## src/rtl/spi_byte_slave.sv

```systemverilog
// spi_byte_slave: SPI mode-0 (CPOL=0, CPHA=0) slave byte engine.
//   Deserialises mosi into WIDTH-bit words and serialises a host-supplied word
//   onto miso, MSB first. All SPI inputs are already registered onto clk by the
//   pin logic; mclk is oversampled and its edges are detected here.
// Ports:
//   clk      system clock (>= 3 clk per mclk phase)
//   rst_n    asynchronous active-low reset
//   select   slave select, active high, synchronous to clk
//   mclk     SPI clock, synchronous to clk
//   mosi     master-out data, synchronous to clk
//   miso     slave-out data, MSB of the transmit shifter
//   din      next word to send, sampled on select assert and on the first fall
//            after a completed word
//   dout     last complete received word, held until the next completion
//   request  1-cycle pulse: dout updated, host must present the next din
//   aborted  1-cycle pulse: select dropped in the middle of a word
module spi_byte_slave #(
  parameter int WIDTH = 8
) (
  input  logic             clk,
  input  logic             rst_n,
  input  logic             select,
  input  logic             mclk,
  input  logic             mosi,
  output logic             miso,
  input  logic [WIDTH-1:0] din,
  output logic [WIDTH-1:0] dout,
  output logic             request,
  output logic             aborted
);

  localparam int CW = (WIDTH > 2) ? $clog2(WIDTH) : 1;
  localparam logic [CW-1:0] LAST_BIT = CW'(WIDTH - 1);

  typedef enum logic {
    ST_IDLE   = 1'b0,
    ST_ACTIVE = 1'b1
  } state_e;

  state_e state_q, state_d;

  logic             mclk_q;
  // Only the low WIDTH-1 bits of the receive shifter are ever read: the
  // completed word is formed from them plus the final mosi bit.
  logic [WIDTH-2:0] rx_sr_q, rx_sr_d;
  logic [WIDTH-1:0] tx_sr_q, tx_sr_d;
  logic [CW-1:0]    bitcnt_q, bitcnt_d;
  logic             load_pending_q, load_pending_d;
  logic [WIDTH-1:0] dout_q, dout_d;
  logic             request_q, request_d;
  logic             aborted_q, aborted_d;

  logic rise_s;
  logic fall_s;

  assign rise_s = mclk & ~mclk_q;
  assign fall_s = ~mclk & mclk_q;

  // State register: IDLE/ACTIVE simply tracks the previous select value.
  always_ff @(posedge clk or negedge rst_n) begin
    if (!rst_n) begin
      state_q <= ST_IDLE;
    end else begin
      state_q <= state_d;
    end
  end

  // Next-state logic.
  always_comb begin
    state_d = state_q;
    case (state_q)
      ST_IDLE: begin
        if (select) state_d = ST_ACTIVE;
        else        state_d = ST_IDLE;
      end
      ST_ACTIVE: begin
        if (!select) state_d = ST_IDLE;
        else         state_d = ST_ACTIVE;
      end
      default: state_d = ST_IDLE;
    endcase
  end

  // Datapath/output logic. Select transitions take priority over any
  // coincident mclk edge; while idle only the mclk history moves.
  always_comb begin
    rx_sr_d        = rx_sr_q;
    tx_sr_d        = tx_sr_q;
    bitcnt_d       = bitcnt_q;
    load_pending_d = load_pending_q;
    dout_d         = dout_q;
    request_d      = 1'b0;
    aborted_d      = 1'b0;
    case (state_q)
      ST_IDLE: begin
        if (select) begin
          tx_sr_d        = din;
          bitcnt_d       = {CW{1'b0}};
          load_pending_d = 1'b0;
        end else begin
          tx_sr_d = tx_sr_q;
        end
      end
      ST_ACTIVE: begin
        if (!select) begin
          bitcnt_d       = {CW{1'b0}};
          load_pending_d = 1'b0;
          aborted_d      = (bitcnt_q != {CW{1'b0}});
        end else if (rise_s) begin
          rx_sr_d = {rx_sr_q[WIDTH-3:0], mosi};
          if (bitcnt_q == LAST_BIT) begin
            dout_d         = {rx_sr_q, mosi};
            bitcnt_d       = {CW{1'b0}};
            load_pending_d = 1'b1;
            request_d      = 1'b1;
          end else begin
            bitcnt_d = bitcnt_q + CW'(1);
          end
        end else if (fall_s) begin
          // The first fall after a completed word loads the next reply so its
          // MSB is on miso before the following rise.
          if (load_pending_q) begin
            tx_sr_d        = din;
            load_pending_d = 1'b0;
          end else begin
            tx_sr_d = {tx_sr_q[WIDTH-2:0], 1'b0};
          end
        end else begin
          tx_sr_d = tx_sr_q;
        end
      end
      default: begin
        bitcnt_d       = {CW{1'b0}};
        load_pending_d = 1'b0;
      end
    endcase
  end

  // Datapath registers; mclk history is tracked even while deselected.
  always_ff @(posedge clk or negedge rst_n) begin
    if (!rst_n) begin
      mclk_q         <= 1'b0;
      rx_sr_q        <= {(WIDTH-1){1'b0}};
      tx_sr_q        <= {WIDTH{1'b0}};
      bitcnt_q       <= {CW{1'b0}};
      load_pending_q <= 1'b0;
      dout_q         <= {WIDTH{1'b0}};
      request_q      <= 1'b0;
      aborted_q      <= 1'b0;
    end else begin
      mclk_q         <= mclk;
      rx_sr_q        <= rx_sr_d;
      tx_sr_q        <= tx_sr_d;
      bitcnt_q       <= bitcnt_d;
      load_pending_q <= load_pending_d;
      dout_q         <= dout_d;
      request_q      <= request_d;
      aborted_q      <= aborted_d;
    end
  end

  assign miso    = tx_sr_q[WIDTH-1];
  assign dout    = dout_q;
  assign request = request_q;
  assign aborted = aborted_q;

endmodule

```

## config.mk

```make
export PLATFORM = sky130hd
export DESIGN_NAME = spi_byte_slave
export DESIGN_NICKNAME = d
export VERILOG_FILES = /design/src/rtl/spi_byte_slave.sv
export SDC_FILE = /design/constraint.sdc
export NUM_CORES = 1
export LEC_CHECK = 0
export CORE_MARGIN = 8
export CORE_UTILIZATION = 50
export DETAILED_ROUTE_END_ITERATION = 8
export GPL_TIMING_DRIVEN = 0
export PLACE_DENSITY = 0.76
export SYNTH_ARGS = -nofsm -noshare
export SYNTH_HDL_FRONTEND = slang
export SYNTH_SLANG_ARGS = --single-unit
export TNS_END_PERCENT = 10
```

## constraint.sdc

```tcl
create_clock -name clk -period 2.2 [get_ports clk]
set_clock_uncertainty 0.1 [all_clocks]
set_input_delay 0.44 -clock clk [delete_from_list [all_inputs] [get_ports clk]]
set_output_delay 0.44 -clock clk [all_outputs]
set_load 0.02 [all_outputs]
```

==> results of run 1 <==
==> layout make-up <==
class	instances	area [sq um]	area share
buffer	2	22.5	0.0126
clock buffer	6	51.3	0.0286
inverter	7	26.3	0.0147
tap	31	38.8	0.0216
clock inverter	2	35.0	0.0195
timing repair buffer	23	225	0.126
multi-input combinational	71	618	0.345
sequential	31	776	0.433
==> sequential cells by signal, indices dropped and copies added (netlist names) <==
| signal | count |
|---|---|
| bitcnt_q | 3 |
| state_q | 1 |
| request | 1 |
| dout | 8 |
| tx_sr_q | 8 |
| aborted | 1 |
| load_pending_q | 1 |
| rx_sr_q | 7 |
| mclk_q | 1 |
==> power breakdown <==
part	switching (mW)	total, mW	internal [mW]
Clock	0.202	0.470	0.268
Sequential	0.0388	0.670	0.631
Combinational	0.0734	0.187	0.113
==> worst register-to-register path, stage by stage, from the launching register on <==
cell and delay [ns]:
dfrtp_1 0.36, inv_1 0.05, ha_1 0.25, nand2b_4 0.17
a21boi_2 0.39, mux2_2 0.40
==> metrics by stage <==
step	cell area [sq um]	worst slack [ns]	power, mW	hold WS (ns)	std cells
6_report	1790	0.187	1.33	0.0288	173
5_1_grt	1790	0.126	1.39	0.0764	173
4_1_cts	1800	0.196	1.35	0.398	173
3_5_place_dp	1710	-0.171	0.871	0.374	165
3_3_place_gp	1710	-0.157	0.857	0.361	165
2_1_floorplan	1440	0.448	0.797	0.0444	111
==> worst max-delay path by stage <==
stage                 end  slack, ns  cells after the start
3_3_place_gp   tx_sr_q[5]      -0.16                      5
5_1_grt        tx_sr_q[5]       0.13                      5
6_report       tx_sr_q[5]       0.19                      5
4_1_cts        tx_sr_q[5]       0.20                      5
3_5_place_dp   tx_sr_q[5]      -0.17                      5
2_1_floorplan  tx_sr_q[1]       0.45                      4
==> kinds of logic (layout without fill, tap and decap cells) <==
group | after synthesis | after routing | synth area share
AOI/OAI and AO/OA | 7 | 7 | 0.0364
adders and majority gates | 5 | 5 | 0.0434
buffers and inverters | 9 | 40 | 0.0338
DFF | 31 | 31 | 0.538
muxes | 24 | 24 | 0.227
and+or+nand+nor | 35 | 35 | 0.121
==> cell usage after synthesis <==
| cell type | number |
|---|---|
| a21boi_2 | 1 |
| a21o_1 | 1 |
| a21oi_1 | 1 |
| a22o_1 | 1 |
| and3_2 | 1 |
| buf_6 | 2 |
| dfrtp_1 | 31 |
| ha_1 | 5 |
| inv_1 | 7 |
| mux2_2 | 6 |
| mux2_4 | 16 |
| mux2i_1 | 2 |
| nand2_1 | 25 |
| nand2_8 | 1 |
| nand2b_2 | 1 |
| nand2b_4 | 1 |
| nand3_1 | 1 |
| nor2_1 | 2 |
| nor2b_1 | 1 |
| nor3_1 | 1 |
| nor3b_1 | 1 |
| o21ai_0 | 1 |
| o21bai_1 | 1 |
| o31ai_1 | 1 |
==> layer usage <==
metal / vias up / GRT usage / wire (um)
met5: - / 0 / 0
met4: 0 / 0.0670 / 68
met3: 5 / 0.0401 / 116
met2: 21 / 0.199 / 1340
met1: 451 / 0.123 / 1120
li1: 429 / - / -
==> reports/results.ini, run 1 <==
[run_status]
status=completed

[timing]
fmax_mhz=497
max_slew.worst_pin.slew_ns=0.666
max-slew-margin-rel=0.556
grt_setup_unrepaired=false
period_needed_ns=2.01
finalSetupViolCount=0
fin_tns_setup_ns=0
finalMaxSlewViolations=0
hold_viol_final=0
min_period_over_period=0.915

[final_layout]
final_nets=159
layout_commonest_cell=dfrtp_1
drive_gt1_frac=0.268
final_util=0.650
fillers=217
area_growth_pct=24.3
final_cell_mix=dfrtp_1, nand2_1, clkdlybuf4s50_1, mux2_4, inv_1
antenna_cells=0

[routing]
vias=906
wl_per_cell_um=15.3
drtIter0Drc=27
detail_route.vias_per_cell=5.24
drc_errors=0
drt_first_pass_iters=4
drtAntennaViolNets=0
routed_wl_mm=2.64

[critical_path]
cp.arrival_ns=2.13
crit_family=buffers and inverters
startpoint_type=primary input
r2r_start=mclk_q
rr_worst_depth=5
cpPeakStageDelay_ns=0.44
worstSetupEndpointType=flip-flop
ff2ff_setup_slack_ns=0.37
crit_type=in2reg
crit_fanout=8
cp_num_buf_inv=1
cp_data_required_time_ns=2.31
slowest_stage=clkdlybuf4s50_1
r2r_end=tx_sr_q[5]
crit_start=mclk
path_cells=clkdlybuf4s50_1 -> ha_1 -> nand2b_4 -> a21boi_2 -> mux2_2

[yosys]
netlist_area_sq_mm=0.00144
ys_seq_area_frac=0.538
ys_warn_count=0
yosys_register_bits=31
synthTopCellsByArea=dfrtp_1, mux2_4, nand2_1
syn-num-nets=129
syn_avg_cell_area_sq_um=13.0
postSynthCellCount=111
synth_cell_type_count=24
synth_top_area_frac=0.538
synth_area_leader_cell=dfrtp_1

[placed_design]
io_buffers=23
hpwlAfterDp_mm=1.90
place_congestion=0.796

[clock_tree]
ctsRootBufferMaster=clkbuf_4
numCtsBuffers=5
cts_hold_buf=0
clock-sinks=31
htree_levels=2
post_cts_buffers=0
clkLatencyLatePin_ns=0.33
clkSlewWorstSetupHoldPaths_ns=0.10
clockBufferDepth=2
cts_resized=0
cts_tree=built

[die]
start_util=0.523
coreArea_sq_mm=0.00276
ios=24
dieArea_sq_mm=0.00486
num_rows=19
die_y_um=69.7
die_w_um=69.7

[power_and_ir_drop]
cellPowerDensity_mw_per_mm2=740
leakage_nw=0.912
ir_drop_mv=0.581

[global_routing]
grt_pass1_wl_mm=4.60
antenna_found_initial=0
grt_pass1_vias=1030
grt-ovfl-total=0
grt_max_degree=32
track_usage=0.117

[worst_hold_path]
hp-class=in2async

[flow_run]
drv_cap=0

(Power assumes the default switching activity.)
==> run 2: changes to the inputs <==
--- a/config.mk
+++ b/config.mk
@@ -5,6 +5,7 @@
 export SDC_FILE = /design/constraint.sdc
 export NUM_CORES = 1
 export LEC_CHECK = 0
+export CORE_ASPECT_RATIO = 0.6
 export CORE_MARGIN = 8
 export CORE_UTILIZATION = 50
 export DETAILED_ROUTE_END_ITERATION = 8
==> run 2 against run 1 <==
Combinational power about the same. Sequential power up 0.7%. Sequential share of layout area down 0.15 points. First-iteration DRC count down 15%. Total power down 3.7%. Utilization down 1.1 points. Clock power down 11%. Critical path depth unchanged. Clock-buffer cell count up 1. Largest cell class unchanged.
==> reports/results.ini, run 2 (synthesis gave the netlist of run 1 again) <==
[run_status]
status=completed

[global_routing]
use_met1=0.138
grt_max_degree=32
use_met2=0.168
gr-usage-met3=0.0472
grt_pass1_wl_mm=4.33
antenna_found_initial=0
track_usage=0.114
grt-ovfl-total=0
grt_pass1_vias=903
busiest_layer=met2

[placed_design]
place_congestion=0.797
dpl_cell_area_sq_mm=0.00172
io_buffers=23
dp_cells=168
hpwlAfterDp_mm=1.77

[routing]
wl_per_cell_um=14.4
drt_first_pass_iters=4
drtIter0Drc=23
routed_wl_mm=2.54
drc_errors=0
vias=881
detail_route.vias_per_cell=5.01
drtAntennaViolNets=0

[clock_tree]
numCtsBuffers=5
ctsRootBufferMaster=clkbuf_8
cts_tree=built
clkLatencyLatePin_ns=0.27
clkSlewWorstSetupHoldPaths_ns=0.06
htree_levels=2
clock-sinks=31
clockBufferDepth=2

[die]
start_util=0.512
ios=24
die_y_um=57.6
die_w_um=85.3
num_rows=15
coreArea_sq_mm=0.00282
dieArea_sq_mm=0.00492

[final_layout]
area_growth_pct=24.7
final_cell_mix=dfrtp_1, nand2_1, clkdlybuf4s50_1, mux2_4, inv_1
final_nets=159
final_area_sq_mm=0.00180
layout_commonest_cell=dfrtp_1
drive_gt1_frac=0.254
finalNonFillerCells=176
final_util=0.639
antenna_cells=0

[critical_path]
startpoint_type=primary input
path_cells=clkdlybuf4s50_1 -> ha_1 -> nand2b_4 -> a21boi_4 -> mux2_2
cpPeakStageDelay_ns=0.45
cp.arrival_ns=2.08
crit_fanout=8
slowest_stage=clkdlybuf4s50_1
worstSetupEndpointType=flip-flop
cp_data_required_time_ns=2.26
crit_type=in2reg

[power_and_ir_drop]
cellPowerDensity_mw_per_mm2=710
total_power_mw=1.28
clkPwrFrac=0.326
ir_drop_mv=0.359
p_switching_uw=310
pwr-share-comb=0.147
swShare=0.242
leakage_nw=0.911
p_int_uw=968
seq_power_share=0.528

[timing]
grt_setup_unrepaired=false
finalSetupViolCount=0
period_needed_ns=2.02
max_slew.worst_pin.slew_ns=0.670
fmax_mhz=495
finalMaxSlewViolations=0
min_period_over_period=0.918
max-slew-margin-rel=0.553
hold_viol_final=0
fin_tns_setup_ns=0

[flow_run]
drv_cap=0

[worst_hold_path]
hp-class=in2async

==> run 2: cell type report <==
| type | instances | area (sq um) |
|---|---|---|
| Clock buffer | 7 | 76.3 |
| Clock inverter | 1 | 5.00 |
| Fill cell | 238 | 1020 |
| Multi-Input combinational cell | 71 | 626 |
| Inverter | 7 | 26.3 |
| Timing Repair Buffer | 23 | 225 |
| Tap cell | 34 | 42.5 |
| Sequential cell | 31 | 776 |
| Buffer | 2 | 22.5 |
==> run 2: layer usage <==
layer | share of wire | wire length (um)
met4 | 0.017 | 43
met5 | 0 | 0
met3 | 0.057 | 145
met1 | 0.48 | 1220
met2 | 0.45 | 1140
==> run 2: stage by stage <==
stage | setup slack [ns] | hold WS (ns)
2_1_floorplan | 0.448 | 0.0444
3_3_place_gp | -0.165 | 0.366
3_5_place_dp | -0.201 | 0.366
4_1_cts | 0.0515 | 0.382
5_1_grt | 0.123 | 0.152
6_report | 0.180 | 0.0947
==> run 2: path summary, 6_finish.rpt <==
check | cells past startpoint | start | slack (ns) | endpoint
setup / recovery | 5 | mclk | 0.18 | tx_sr_q[5]
hold / removal | 1 | rst_n | 0.09 | bitcnt_q[1]
setup reg to reg | 5 | mclk_q | 0.44 | tx_sr_q[5]
hold reg to reg | 2 | rx_sr_q[6] | 0.38 | rx_sr_q[6]
max in group asynchronous | 1 | rst_n | 1.47 | dout[1]
min in group clk | 2 | rx_sr_q[6] | 0.38 | rx_sr_q[6]
==> run 2: worst max-delay path, delay by kind of cell <==
family,cells,cell delay (ns)
mux,1,0.39
compound gates,1,0.31
fa+ha+maj,1,0.30
simple gates,1,0.18
buf+inv,1,0.45
==> run 2: timing repair <==
item | CTS | global route
gates resized for setup | 0 | 1
hold buffers | 0 | 0
setup buffers | 0 | 0
endpoints found under the setup margin | 0 | 1
==> run 2: power by group through the flow <==
stage	clock, mW	sequential (mW)	combinational, mW
after floorplan	0	0.679	0.118
after global placement	0	0.679	0.180
after detailed placement	0	0.683	0.187
after CTS	0.432	0.674	0.191
after global routing	0.457	0.681	0.204
final	0.416	0.675	0.187
==> run 3: changes to the inputs <==
--- a/config.mk
+++ b/config.mk
@@ -7,11 +7,10 @@
 export LEC_CHECK = 0
 export CORE_ASPECT_RATIO = 0.6
 export CORE_MARGIN = 8
-export CORE_UTILIZATION = 50
+export CORE_UTILIZATION = 45
 export DETAILED_ROUTE_END_ITERATION = 8
 export GPL_TIMING_DRIVEN = 0
-export PLACE_DENSITY = 0.76
+export PLACE_DENSITY = 0.69
 export SYNTH_ARGS = -nofsm -noshare
 export SYNTH_HDL_FRONTEND = slang
 export SYNTH_SLANG_ARGS = --single-unit
-export TNS_END_PERCENT = 10
==> constraint.sdc (replaced) <==
create_clock -name clk -period 2.2 [get_ports clk]
set_clock_uncertainty 0.1 [all_clocks]
set_input_delay 0.22 -clock clk [delete_from_list [all_inputs] [get_ports clk]]
set_output_delay 0.22 -clock clk [all_outputs]
set_load 0.02 [all_outputs]
==> run 3 against run 2 <==
Die area is 8.5% higher. First-iteration DRC count is 48% higher. Register-to-register slack worse by 0.08 ns. Non-clock buffer count is 1 higher. Hold slack better by 0.26 ns. Critical path type unchanged. Final cell count is 6.8% higher. Sequential cell count stayed put. Total power is 5.6% higher. Worst setup slack better by 0.14 ns.
==> reports/results.ini, run 3 (synthesis gave the netlist of run 1 again) <==
[clock_tree]
ctsRootBufferMaster=clkbuf_8
clock-sinks=31
cts_resized=0
clkSlewWorstSetupHoldPaths_ns=0.07
htree_levels=2
numCtsBuffers=5
cts_tree=built
clockBufferDepth=2
clkLatencyLatePin_ns=0.28

[timing]
min_period_over_period=0.853
max-slew-margin-rel=0.553
finalMaxSlewViolations=0
fmax_mhz=533
max_slew.worst_pin.slew_ns=0.670
period_needed_ns=1.88
fin_tns_setup_ns=0
finalSetupViolCount=0
hold_viol_final=0
grt_setup_unrepaired=false
fin_ws_ns=0.323
timing.hold.ws_ns=0.355

[run_status]
status=completed

[worst_hold_path]
hp-class=in2reg
min_path_cells=1
min_from=mclk
whs_endpoint=mclk_q

[die]
num_rows=16
coreArea_sq_mm=0.00316
start_util=0.456
die_y_um=59.9
dieArea_sq_mm=0.00533
ios=24
die_w_um=89.1

[power_and_ir_drop]
ir_drop_mv=0.343
leakage_nw=0.920
cellPowerDensity_mw_per_mm2=736

[global_routing]
antenna_found_initial=0
grt-ovfl-total=0
grt_pass1_vias=944
grt_pass1_wl_mm=4.35
track_usage=0.110
grt_max_degree=32

[final_layout]
layout_commonest_cell=dfrtp_1
area_growth_pct=27.1
final_nets=160
fillers=270
antenna_cells=0
drive_gt1_frac=0.259
finalNonFillerCells=188
final_util=0.580
final_cell_mix=dfrtp_1, nand2_1, clkdlybuf4s50_1, mux2_4

[placed_design]
hpwlAfterDp_mm=1.81
dp_cells=179
dp_slack_ns=0.0161
io_buffers=23
place_congestion=0.749

[critical_path]
cp.arrival_ns=1.94
r2r_start=mclk_q
crit_start=mclk
crit_fanout=8
rr_worst_depth=5
path_cells=clkdlybuf4s50_1 -> ha_1 -> nand2b_4 -> a21boi_2 -> mux2_2
cp_num_buf_inv=1
worstSetupEndpointType=flip-flop
startpoint_type=primary input
cp_data_required_time_ns=2.26
ff2ff_setup_slack_ns=0.36
crit_family=buffers and inverters
slowest_stage=clkdlybuf4s50_1
crit_type=in2reg
r2r_end=tx_sr_q[5]
cpPeakStageDelay_ns=0.45

[routing]
vias=890
drtAntennaViolNets=0
detail_route.vias_per_cell=4.73
wl_per_cell_um=13.7
drc_errors=0
drtIter0Drc=34
routed_wl_mm=2.57
drt_first_pass_iters=4

[flow_run]
drv_cap=0

[run 3: worst max-delay path by stage]
stage | depth (start not counted) | endpoint
after CTS | 5 | tx_sr_q[5]
after global routing | 5 | tx_sr_q[5]
after global placement | 5 | tx_sr_q[6]
final | 5 | tx_sr_q[5]
after floorplan | 5 | tx_sr_q[1]
after detailed placement | 5 | tx_sr_q[5]
[run 3: layout make-up]
type,instances,area (sq um),area share
inverters,7,26.3,0.0143
clock buffers,8,100,0.0546
repair buffers,24,235,0.128
well taps,45,56.3,0.0307
flip-flops and latches,31,776,0.423
plain buffers,2,22.5,0.0123
multi-input cells,71,618,0.337
[run 3: what timing repair did]
item,CTS,global route
hold endpoints to repair,0,31
hold buffers,0,1
buffers inserted,0,0
[run 3: layer usage]
layer  vias to the layer above  part of all wire  track usage
met5                         -                 0            0
met4                         0             0.020       0.0563
met3                         8             0.070       0.0535
met2                        17              0.42        0.164
met1                       435              0.49        0.129
li1                        430                 -            -
[run 3: where the power goes]
part	internal [mW]	switching [mW]	leakage, nW
Combinational	0.114	0.0714	0.459
Clock	0.285	0.207	0.0515
Sequential	0.633	0.0396	0.409
[run 3: stage by stage]
step	area [sq um]	power, mW
2_1_floorplan	1440	0.797
3_3_place_gp	1730	0.859
3_5_place_dp	1730	0.872
4_1_cts	1830	1.37
5_1_grt	1830	1.42
6_report	1830	1.35
[run 3: worst reg2reg max path: stages (launching register included)]
cell and delay, ns:
dfrtp_1 0.35, inv_1 0.05, ha_1 0.25, nand2b_4 0.17, a21boi_2 0.40, mux2_2 0.40
